===== src/rtl/uart_cmd_rx.sv =====
// UART receiver with drive-command decoder and link watchdog.
// Ports: clk, rst_n, rxd in; rx_data, rx_valid, frame_err, parity_err, driver, cmd_stale out.
module uart_cmd_rx #(
  parameter int CLK_HZ     = 50_000_000,
  parameter int BAUD       = 9600,
  parameter int OVERSAMPLE = 16,
  parameter int DATA_BITS  = 8,
  parameter int PARITY     = 0,
  parameter int TIMEOUT_MS = 500
) (
  input  logic                 clk,
  input  logic                 rst_n,
  input  logic                 rxd,
  output logic [DATA_BITS-1:0] rx_data,
  output logic                 rx_valid,
  output logic                 frame_err,
  output logic                 parity_err,
  output logic [1:0]           driver,
  output logic                 cmd_stale
);

  localparam int DIV_RAW = CLK_HZ / (BAUD * OVERSAMPLE);
  localparam int DIV = (DIV_RAW < 1) ? 1 : DIV_RAW;
  localparam int DW = (DIV > 1) ? $clog2(DIV) : 1;
  localparam logic [DW-1:0] DIV_LAST = DW'(DIV - 1);

  localparam int OW = $clog2(OVERSAMPLE);
  localparam logic [OW-1:0] OVS_HALF = OW'(OVERSAMPLE / 2 - 1);
  localparam logic [OW-1:0] OVS_LAST = OW'(OVERSAMPLE - 1);

  localparam int BW = $clog2(DATA_BITS);
  localparam logic [BW-1:0] BIT_LAST = BW'(DATA_BITS - 1);

  localparam longint TO_CLK = longint'(CLK_HZ) / 1000 * TIMEOUT_MS;
  localparam int WW = (TO_CLK > 1) ? $clog2(TO_CLK + 1) : 1;
  localparam logic [WW-1:0] TO_W = WW'(TO_CLK);
  localparam bit WD_EN = (TIMEOUT_MS != 0);

  typedef enum logic [2:0] {
    S_IDLE,
    S_START,
    S_DATA,
    S_PAR,
    S_STOP
  } state_t;

  state_t               state;
  logic [1:0]           sync;
  logic                 rxs;
  logic [DW-1:0]        div_cnt;
  logic                 tick;
  logic [OW-1:0]        ovs;
  logic [BW-1:0]        bit_cnt;
  logic [DATA_BITS-1:0] shreg;
  logic                 perr;
  logic                 par_exp;
  logic [1:0]           cmd;
  logic [WW-1:0]        wd_cnt;

  assign rxs  = sync[1];
  assign tick = (div_cnt == DIV_LAST);

  // Odd parity: the parity bit makes the total count of ones odd.
  assign par_exp = (PARITY == 1) ? ~^shreg : ^shreg;

  assign cmd = (rx_data[DATA_BITS-1:2] == '0) ? rx_data[1:0] : 2'b00;

  always_ff @(posedge clk or negedge rst_n) begin
    if (!rst_n) begin
      sync    <= 2'b11;
      div_cnt <= '0;
    end else begin
      sync    <= {sync[0], rxd};
      div_cnt <= tick ? '0 : div_cnt + 1'b1;
    end
  end

  always_ff @(posedge clk or negedge rst_n) begin
    if (!rst_n) begin
      state      <= S_IDLE;
      ovs        <= '0;
      bit_cnt    <= '0;
      shreg      <= '0;
      perr       <= 1'b0;
      rx_data    <= '0;
      rx_valid   <= 1'b0;
      frame_err  <= 1'b0;
      parity_err <= 1'b0;
      driver     <= 2'b00;
      cmd_stale  <= 1'b0;
      wd_cnt     <= '0;
    end else begin
      rx_valid   <= 1'b0;
      frame_err  <= 1'b0;
      parity_err <= 1'b0;

      unique case (state)
        S_IDLE: begin
          if (!rxs) begin
            state <= S_START;
            ovs   <= '0;
          end
        end
        S_START: begin
          if (tick) begin
            if (ovs == OVS_HALF) begin
              ovs <= '0;
              if (!rxs) begin
                state   <= S_DATA;
                bit_cnt <= '0;
                perr    <= 1'b0;
              end else begin
                state <= S_IDLE;
              end
            end else begin
              ovs <= ovs + 1'b1;
            end
          end
        end
        S_DATA: begin
          if (tick) begin
            if (ovs == OVS_LAST) begin
              ovs <= '0;
              // LSB first: shift right so bit 0 ends at the bottom.
              shreg <= {rxs, shreg[DATA_BITS-1:1]};
              if (bit_cnt == BIT_LAST) begin
                state <= (PARITY != 0) ? S_PAR : S_STOP;
              end else begin
                bit_cnt <= bit_cnt + 1'b1;
              end
            end else begin
              ovs <= ovs + 1'b1;
            end
          end
        end
        S_PAR: begin
          if (tick) begin
            if (ovs == OVS_LAST) begin
              ovs   <= '0;
              perr  <= (rxs != par_exp);
              state <= S_STOP;
            end else begin
              ovs <= ovs + 1'b1;
            end
          end
        end
        S_STOP: begin
          if (tick) begin
            if (ovs == OVS_LAST) begin
              ovs   <= '0;
              state <= S_IDLE;
              if (!rxs) begin
                frame_err <= 1'b1;
              end else if (perr) begin
                parity_err <= 1'b1;
              end else begin
                rx_data  <= shreg;
                rx_valid <= 1'b1;
              end
            end else begin
              ovs <= ovs + 1'b1;
            end
          end
        end
        default: state <= S_IDLE;
      endcase

      // Command decode and link watchdog.
      if (rx_valid) begin
        driver    <= cmd;
        cmd_stale <= 1'b0;
        wd_cnt    <= '0;
      end else if (WD_EN) begin
        if (wd_cnt == TO_W) begin
          driver    <= 2'b00;
          cmd_stale <= 1'b1;
        end else begin
          wd_cnt <= wd_cnt + 1'b1;
        end
      end
    end
  end

endmodule

===== config.mk =====
export PLATFORM = sky130hd
export DESIGN_NAME = uart_cmd_rx
export DESIGN_NICKNAME = d
export VERILOG_FILES = /design/src/rtl/uart_cmd_rx.sv
export SDC_FILE = /design/constraint.sdc
export NUM_CORES = 1
export LEC_CHECK = 0
export BUFFER_PORTS_ARGS = -buffer_cell sky130_fd_sc_hd__buf_2
export CORE_MARGIN = 3
export CORE_UTILIZATION = 61
export CTS_CLUSTER_SIZE = 20
export DETAILED_ROUTE_END_ITERATION = 12
export GPL_ROUTABILITY_DRIVEN = 0
export PLACE_DENSITY = 0.82
export SLEW_MARGIN = 20
export SYNTH_ARGS = -nofsm -noshare
export SYNTH_HDL_FRONTEND = slang
export SYNTH_SLANG_ARGS = --single-unit

===== constraint.sdc =====
create_clock -name clk -period 5.28 [get_ports clk]
set_clock_uncertainty 0.1 [all_clocks]
set_input_delay 1.056 -clock clk [delete_from_list [all_inputs] [get_ports clk]]
set_output_delay 1.056 -clock clk [all_outputs]
set_load 0.05 [all_outputs]

==> impl_metrics.toml, run 1 <==
[sta]
finalCriticalPeriod_ns = 2.866
tns_ns = 0
tightest_slew_ns = 0.9243
setup_viol = 0
maxSlewHeadroom_pct = 38.38
fmax_mhz = 349.0
finalMaxSlewViolations = 0
min_period_over_period_pct = 54.28
rsz0062_at_grt = "false"
hold_viol_final = 0

[yosys]
synth-async-reset-ratio_pct = 100.0
yosysSeqAreaShare_pct = 50.04
synth_top_flop_cell = "dfrtp_1"
synth.largest_area_cell = "dfrtp_1"
syn_area_um2 = 3456
synth_edf_count = 0
ys_seq_elements = 69
ys_top_cells_by_count = "dfrtp_1, nor2_1, xnor2_1"
yosysUniqueCellTypes = 53
synth_area_leaders = "dfrtp_1, xnor2_1, nor2_1"
synth_warnings = 0
netlist_instances = 318
synth_most_common_cell = "dfrtp_1"
synthesis.nets = 328
post_synth.cell_area_avg_um2 = 10.87
yosysTopAreaCellShare_pct = 48.52

[power]
irDropWorstVdd_mv = 0.2097
p_per_area_nw_per_um2 = 269.0
static-leakage-power_nw = 1.763
total_power_w = 0.001019

[die]
num_rows = 26
die-area_um2 = 6604
initial_core_util_pct = 65.17
pin_count = 17
die_height_um = 81.27
core-area_um2 = 5303
fp.dieW_um = 81.27

[hold_path]
min_to = "sync[1]"
hold_class = "flop to flop"
hp-start = "sync[0]"
hold_path_depth = 0

[placed_design]
hpwl_mm = 4.125
dpl.cell_count = 392
portBuffers = 16

[clock_network]
numCtsBuffers = 9
cts.clk_slew.worst_paths_ns = 0.07
root_buffer = "clkbuf_8"
cts-resized-gates = 0
cts.sinks = 69
ctsHtreeMaxLevel = 3
clock_tree.buffer_depth = 2
cts_tree = "built"
post_cts_buffers = 0
clkLatencyLatePin_ns = 0.35
holdBufCountCts = 0

[setup_path]
cpLargestDelayFamily = "flip-flops"
r2r_start = "div_cnt[4]"
critPathBufInv = 1
path_max_fanout = 29
required_ns = 4.12
ff2ff_setup_slack_ns = 2.86
r2r_end = "rx_data[7]"
max_stage_delay_ns = 0.95
cp_cell_sequence = "buf_2"
crit_slowest_cell = "dfrtp_1"
crit_type = "flop to output port"
arrival_ns = 1.71
worst_r2r_path_depth = 4
cp-end-kind = "output port"
cp-start-kind = "flop"

[run]
maxCapViolCount = 0

[global_routing]
grt_pass1_wl_mm = 10.68
grt_pass1_vias = 2319
grt_max_degree = 70
overflow = 0
antenna_found_initial = 0
globalRouteTotalUtil_pct = 21.53

[finish]
nFillCells = 381
synthToLayoutAreaGrowth_pct = 9.667
num_antenna_cells = 0
regArea_um2 = 1729
multi_input_area_um2 = 1614
layout-drive-gt1-share_pct = 19.53
utilization_pct = 71.47
fin_nets = 343
stdcell_count = 408

[detailed_routing]
ant_nets = 0
dr_total_vias = 2362
wirelength_mm = 6.209
routedWlPerCell_um = 15.22
first_pass_iters = 4
drc = 0
drt_iter0_drc = 174
avgViaCountPerCell = 5.789

[outcome]
status = "finished clean"
==> kinds of logic after synthesis <==
| logic type | count (synthesis) | synth area share [%] |
|---|---|---|
| XOR/XNOR | 36 | 9.522 |
| AO/OA/AOI/OAI | 32 | 6.300 |
| buffers and inverters | 26 | 3.259 |
| flip-flops | 69 | 50.04 |
| multiplexers | 21 | 7.676 |
| AND/OR/NAND/NOR | 127 | 20.67 |
| adder cells (fa/ha/maj) | 7 | 2.534 |
==> cells in the final DEF, fill, tap and decap left out, types with 5 or more instances in the layout <==
cell type,n
inv_1,13
nor4_1,9
nand4_1,6
a21oi_1,5
dfrtp_1,67
nand3_1,13
o21ai_0,8
clkbuf_8,9
xnor2_1,25
mux2_2,12
nor2_1,37
nand2_1,14
or3_1,6
xor2_1,10
buf_2,16
nor3_1,10
ha_1,7
mux2_4,8
==> flip-flops by register name (all words and copies together), names as in the netlist <==
| register | flops |
|---|---|
| state | 3 |
| shreg | 8 |
| wd_cnt | 25 |
| div_cnt | 9 |
| perr | 1 |
| sync | 2 |
| cmd_stale | 1 |
| driver | 2 |
| bit_cnt | 3 |
| parity_err | 1 |
| frame_err | 1 |
| rx_data | 8 |
| rx_valid | 1 |
| ovs | 4 |
==> final cells by class <==
type                            count  area share, %
Clock buffer                        9          3.268
Clock inverter                      7          2.608
Inverter                           13          1.288
Multi-Input combinational cell    223          42.59
Sequential cell                    69          45.63
Tap cell                           70          2.311
Timing Repair Buffer               17          2.311
==> how the worst max path moves through the flow <==
stage | endpoint | start | cells after the start
final | rx_valid | rx_valid | 1
after floorplan | shreg[0] | div_cnt[5] | 6
after detailed placement | rx_valid | rx_valid | 1
after global routing | rx_valid | rx_valid | 1
after global placement | rx_valid | rx_valid | 1
after CTS | rx_valid | rx_valid | 1
==> metrics by stage <==
stage | hold slack (ns) | cell area, µm² | setup slack [ns]
5_1_grt | 0.2642 | 3790 | 2.314
2_1_floorplan | 0.2452 | 3456 | 2.973
6_report | 0.2570 | 3790 | 2.414
4_1_cts | 0.2583 | 3790 | 2.401
3_5_place_dp | 0.2469 | 3567 | 2.777
3_3_place_gp | 0.2463 | 3567 | 2.805
==> power breakdown <==
part	switching, W	internal [W]
registers	0.00000138	0.000530
logic	0.0000100	0.00000170
clock network	0.000209	0.000268
total	0.000220	0.000799
==> layer usage <==
metal	track usage, %	vias to the layer above	routed length (µm)
li1	-	1150	-
met1	27.96	1163	2927
met5	0	-	0
met4	6.757	0	70
met2	33.39	41	2997
met3	8.093	8	214
Power figures use the tool's default switching activity.
==> run 2: changes to the inputs <==
Clock period 5.28 ns to 2.65 ns, I/O delays scaled along.
==> run 2 against run 1 <==
Utilization grew 0.26 points. Register-to-register slack worse by 2.6 ns. Design area is 0.36% higher. Global-route usage up 0.066 points. Critical endpoint is now shreg[4]. Largest cell class unchanged. Highest routed layer unchanged.
==> impl_metrics.toml, run 2 (same netlist as run 1, synthesis figures left out) <==
[outcome]
status = "finished clean"

[clock_network]
ctsHtreeMaxLevel = 3
cts-resized-gates = 0
holdBufCountCts = 0
root_buffer = "clkbuf_8"
clock_tree.buffer_depth = 2
cts_tree = "built"
post_cts_buffers = 0
numCtsBuffers = 9
cts.sinks = 69
clkLatencyLatePin_ns = 0.34
cts.clk_slew.worst_paths_ns = 0.08

[setup_path]
crit_type = "flop to flop"
cp-end-kind = "flop"
cp-start-kind = "flop"
arrival_ns = 2.53
max_stage_delay_ns = 0.68
crit_slowest_cell = "or4_4"
path_max_fanout = 9
cp_cell_sequence = "nand4bb_4, or3_1, or4_4, mux2_4"
required_ns = 2.78

[die]
die-area_um2 = 6604
pin_count = 17
die_height_um = 81.27
initial_core_util_pct = 65.17
core-area_um2 = 5303
fp.dieW_um = 81.27
num_rows = 26

[power]
p_int_w = 0.001430
p_comb_share_pct = 1.4
irDropWorstVdd_mv = 0.3083
switching_share_pct = 23.58
p_per_area_nw_per_um2 = 492.0
p_switching_w = 0.0004413
static-leakage-power_nw = 1.779
pwr-share-clk_pct = 42.1
p_seq_share_pct = 56.5
total_power_w = 0.001872

[sta]
finalCriticalPeriod_ns = 2.403
fmax_mhz = 416.2
tightest_slew_ns = 0.5589
finalMaxSlewViolations = 0
maxSlewHeadroom_pct = 62.74
hold_viol_final = 0
tns_ns = 0
min_period_over_period_pct = 90.68
setup_viol = 0
rsz0062_at_grt = "false"

[detailed_routing]
first_pass_iters = 6
routedWlPerCell_um = 15.30
drc = 0
avgViaCountPerCell = 5.711
drt_iter0_drc = 69
dr_total_vias = 2370
wirelength_mm = 6.349
ant_nets = 0

[placed_design]
portBuffers = 16
hpwl_mm = 4.473

[finish]
nFillCells = 396
layout_commonest_cell = "dfrtp_1"
reg.largest.list = "wd_cnt (25), div_cnt (9)"
synthToLayoutAreaGrowth_pct = 10.07
largest_reg_flops = 25
fin_nets = 350
final_cell_mix = "dfrtp_1, nor2_1, xnor2_1"
regMostFlops = "wd_cnt"
layout-drive-gt1-share_pct = 21.16
multi_input_area_um2 = 1614
regArea_um2 = 1729
num_antenna_cells = 0

[global_routing]
globalRouteTotalUtil_pct = 21.60
overflow = 0
grt_max_degree = 29
grt_pass1_vias = 2360
grt_pass1_wl_mm = 10.86
antenna_found_initial = 0

[run]
maxCapViolCount = 0

[hold_path]
hold_class = "input port to async pin"
-- run 2: metal layers --
metal  wire (µm)  track usage, %  up-vias
li1            -               -     1169
met1        3045           28.08     1165
met2        3064           34.61       31
met3         153           4.878        5
met4          85           9.459        0
met5           0               0        -
-- run 2: cell type report --
cell class                 count  area share (%)
timing repair buffer          24           3.684
clock inverter                 6           1.217
tap                           70           2.303
inverter                      13           1.283
sequential                    69           45.46
multi-input combinational    223           42.43
clock buffer                  10           3.618
-- run 2: power by group through the flow --
stage / clock network, W / logic, W / registers [W]
after CTS: 0.000812 / 0.0000271 / 0.00106
final: 0.000788 / 0.0000257 / 0.00106
after global placement: 0 / 0.0000264 / 0.00108
after floorplan: 0 / 0.00000412 / 0.00108
after global routing: 0.000862 / 0.0000302 / 0.00106
after detailed placement: 0 / 0.0000272 / 0.00108
-- run 2: stage by stage --
step | utilization [%] | cell area (µm²) | instances | worst slack (ns) | hold slack [ns]
2_1_floorplan | - | 3456 | 318 | 0.3432 | 0.1344
3_3_place_gp | 68.26 | 3620 | 399 | 0.3074 | 0.2462
3_5_place_dp | 68.26 | 3620 | 399 | 0.2487 | 0.2478
4_1_cts | 71.73 | 3804 | 415 | 0.2422 | 0.07053
5_1_grt | 71.73 | 3804 | 415 | 0.1758 | 0.1063
6_report | 71.73 | 3804 | 415 | 0.2471 | 0.06854
-- run 2: worst paths after layout --
| path | start | endpoint | slack [ns] | cells past startpoint |
|---|---|---|---|---|
| min | rst_n | wd_cnt[11] | 0.07 | 1 |
| max reg2reg | div_cnt[3] | shreg[4] | 0.25 | 4 |
| min reg2reg | sync[0] | sync[1] | 0.26 | 0 |
| max in group asynchronous | rst_n | sync[1] | 1.59 | 2 |
| max | div_cnt[3] | shreg[4] | 0.25 | 4 |
| min in group clk | rxd | sync[0] | 0.18 | 1 |
-- run 2: worst max-delay path: cells and delay by family (launching register included) --
kind          cells  cell delay, ns
flops             1            0.43
mux               1            0.34
simple gates      3            1.42
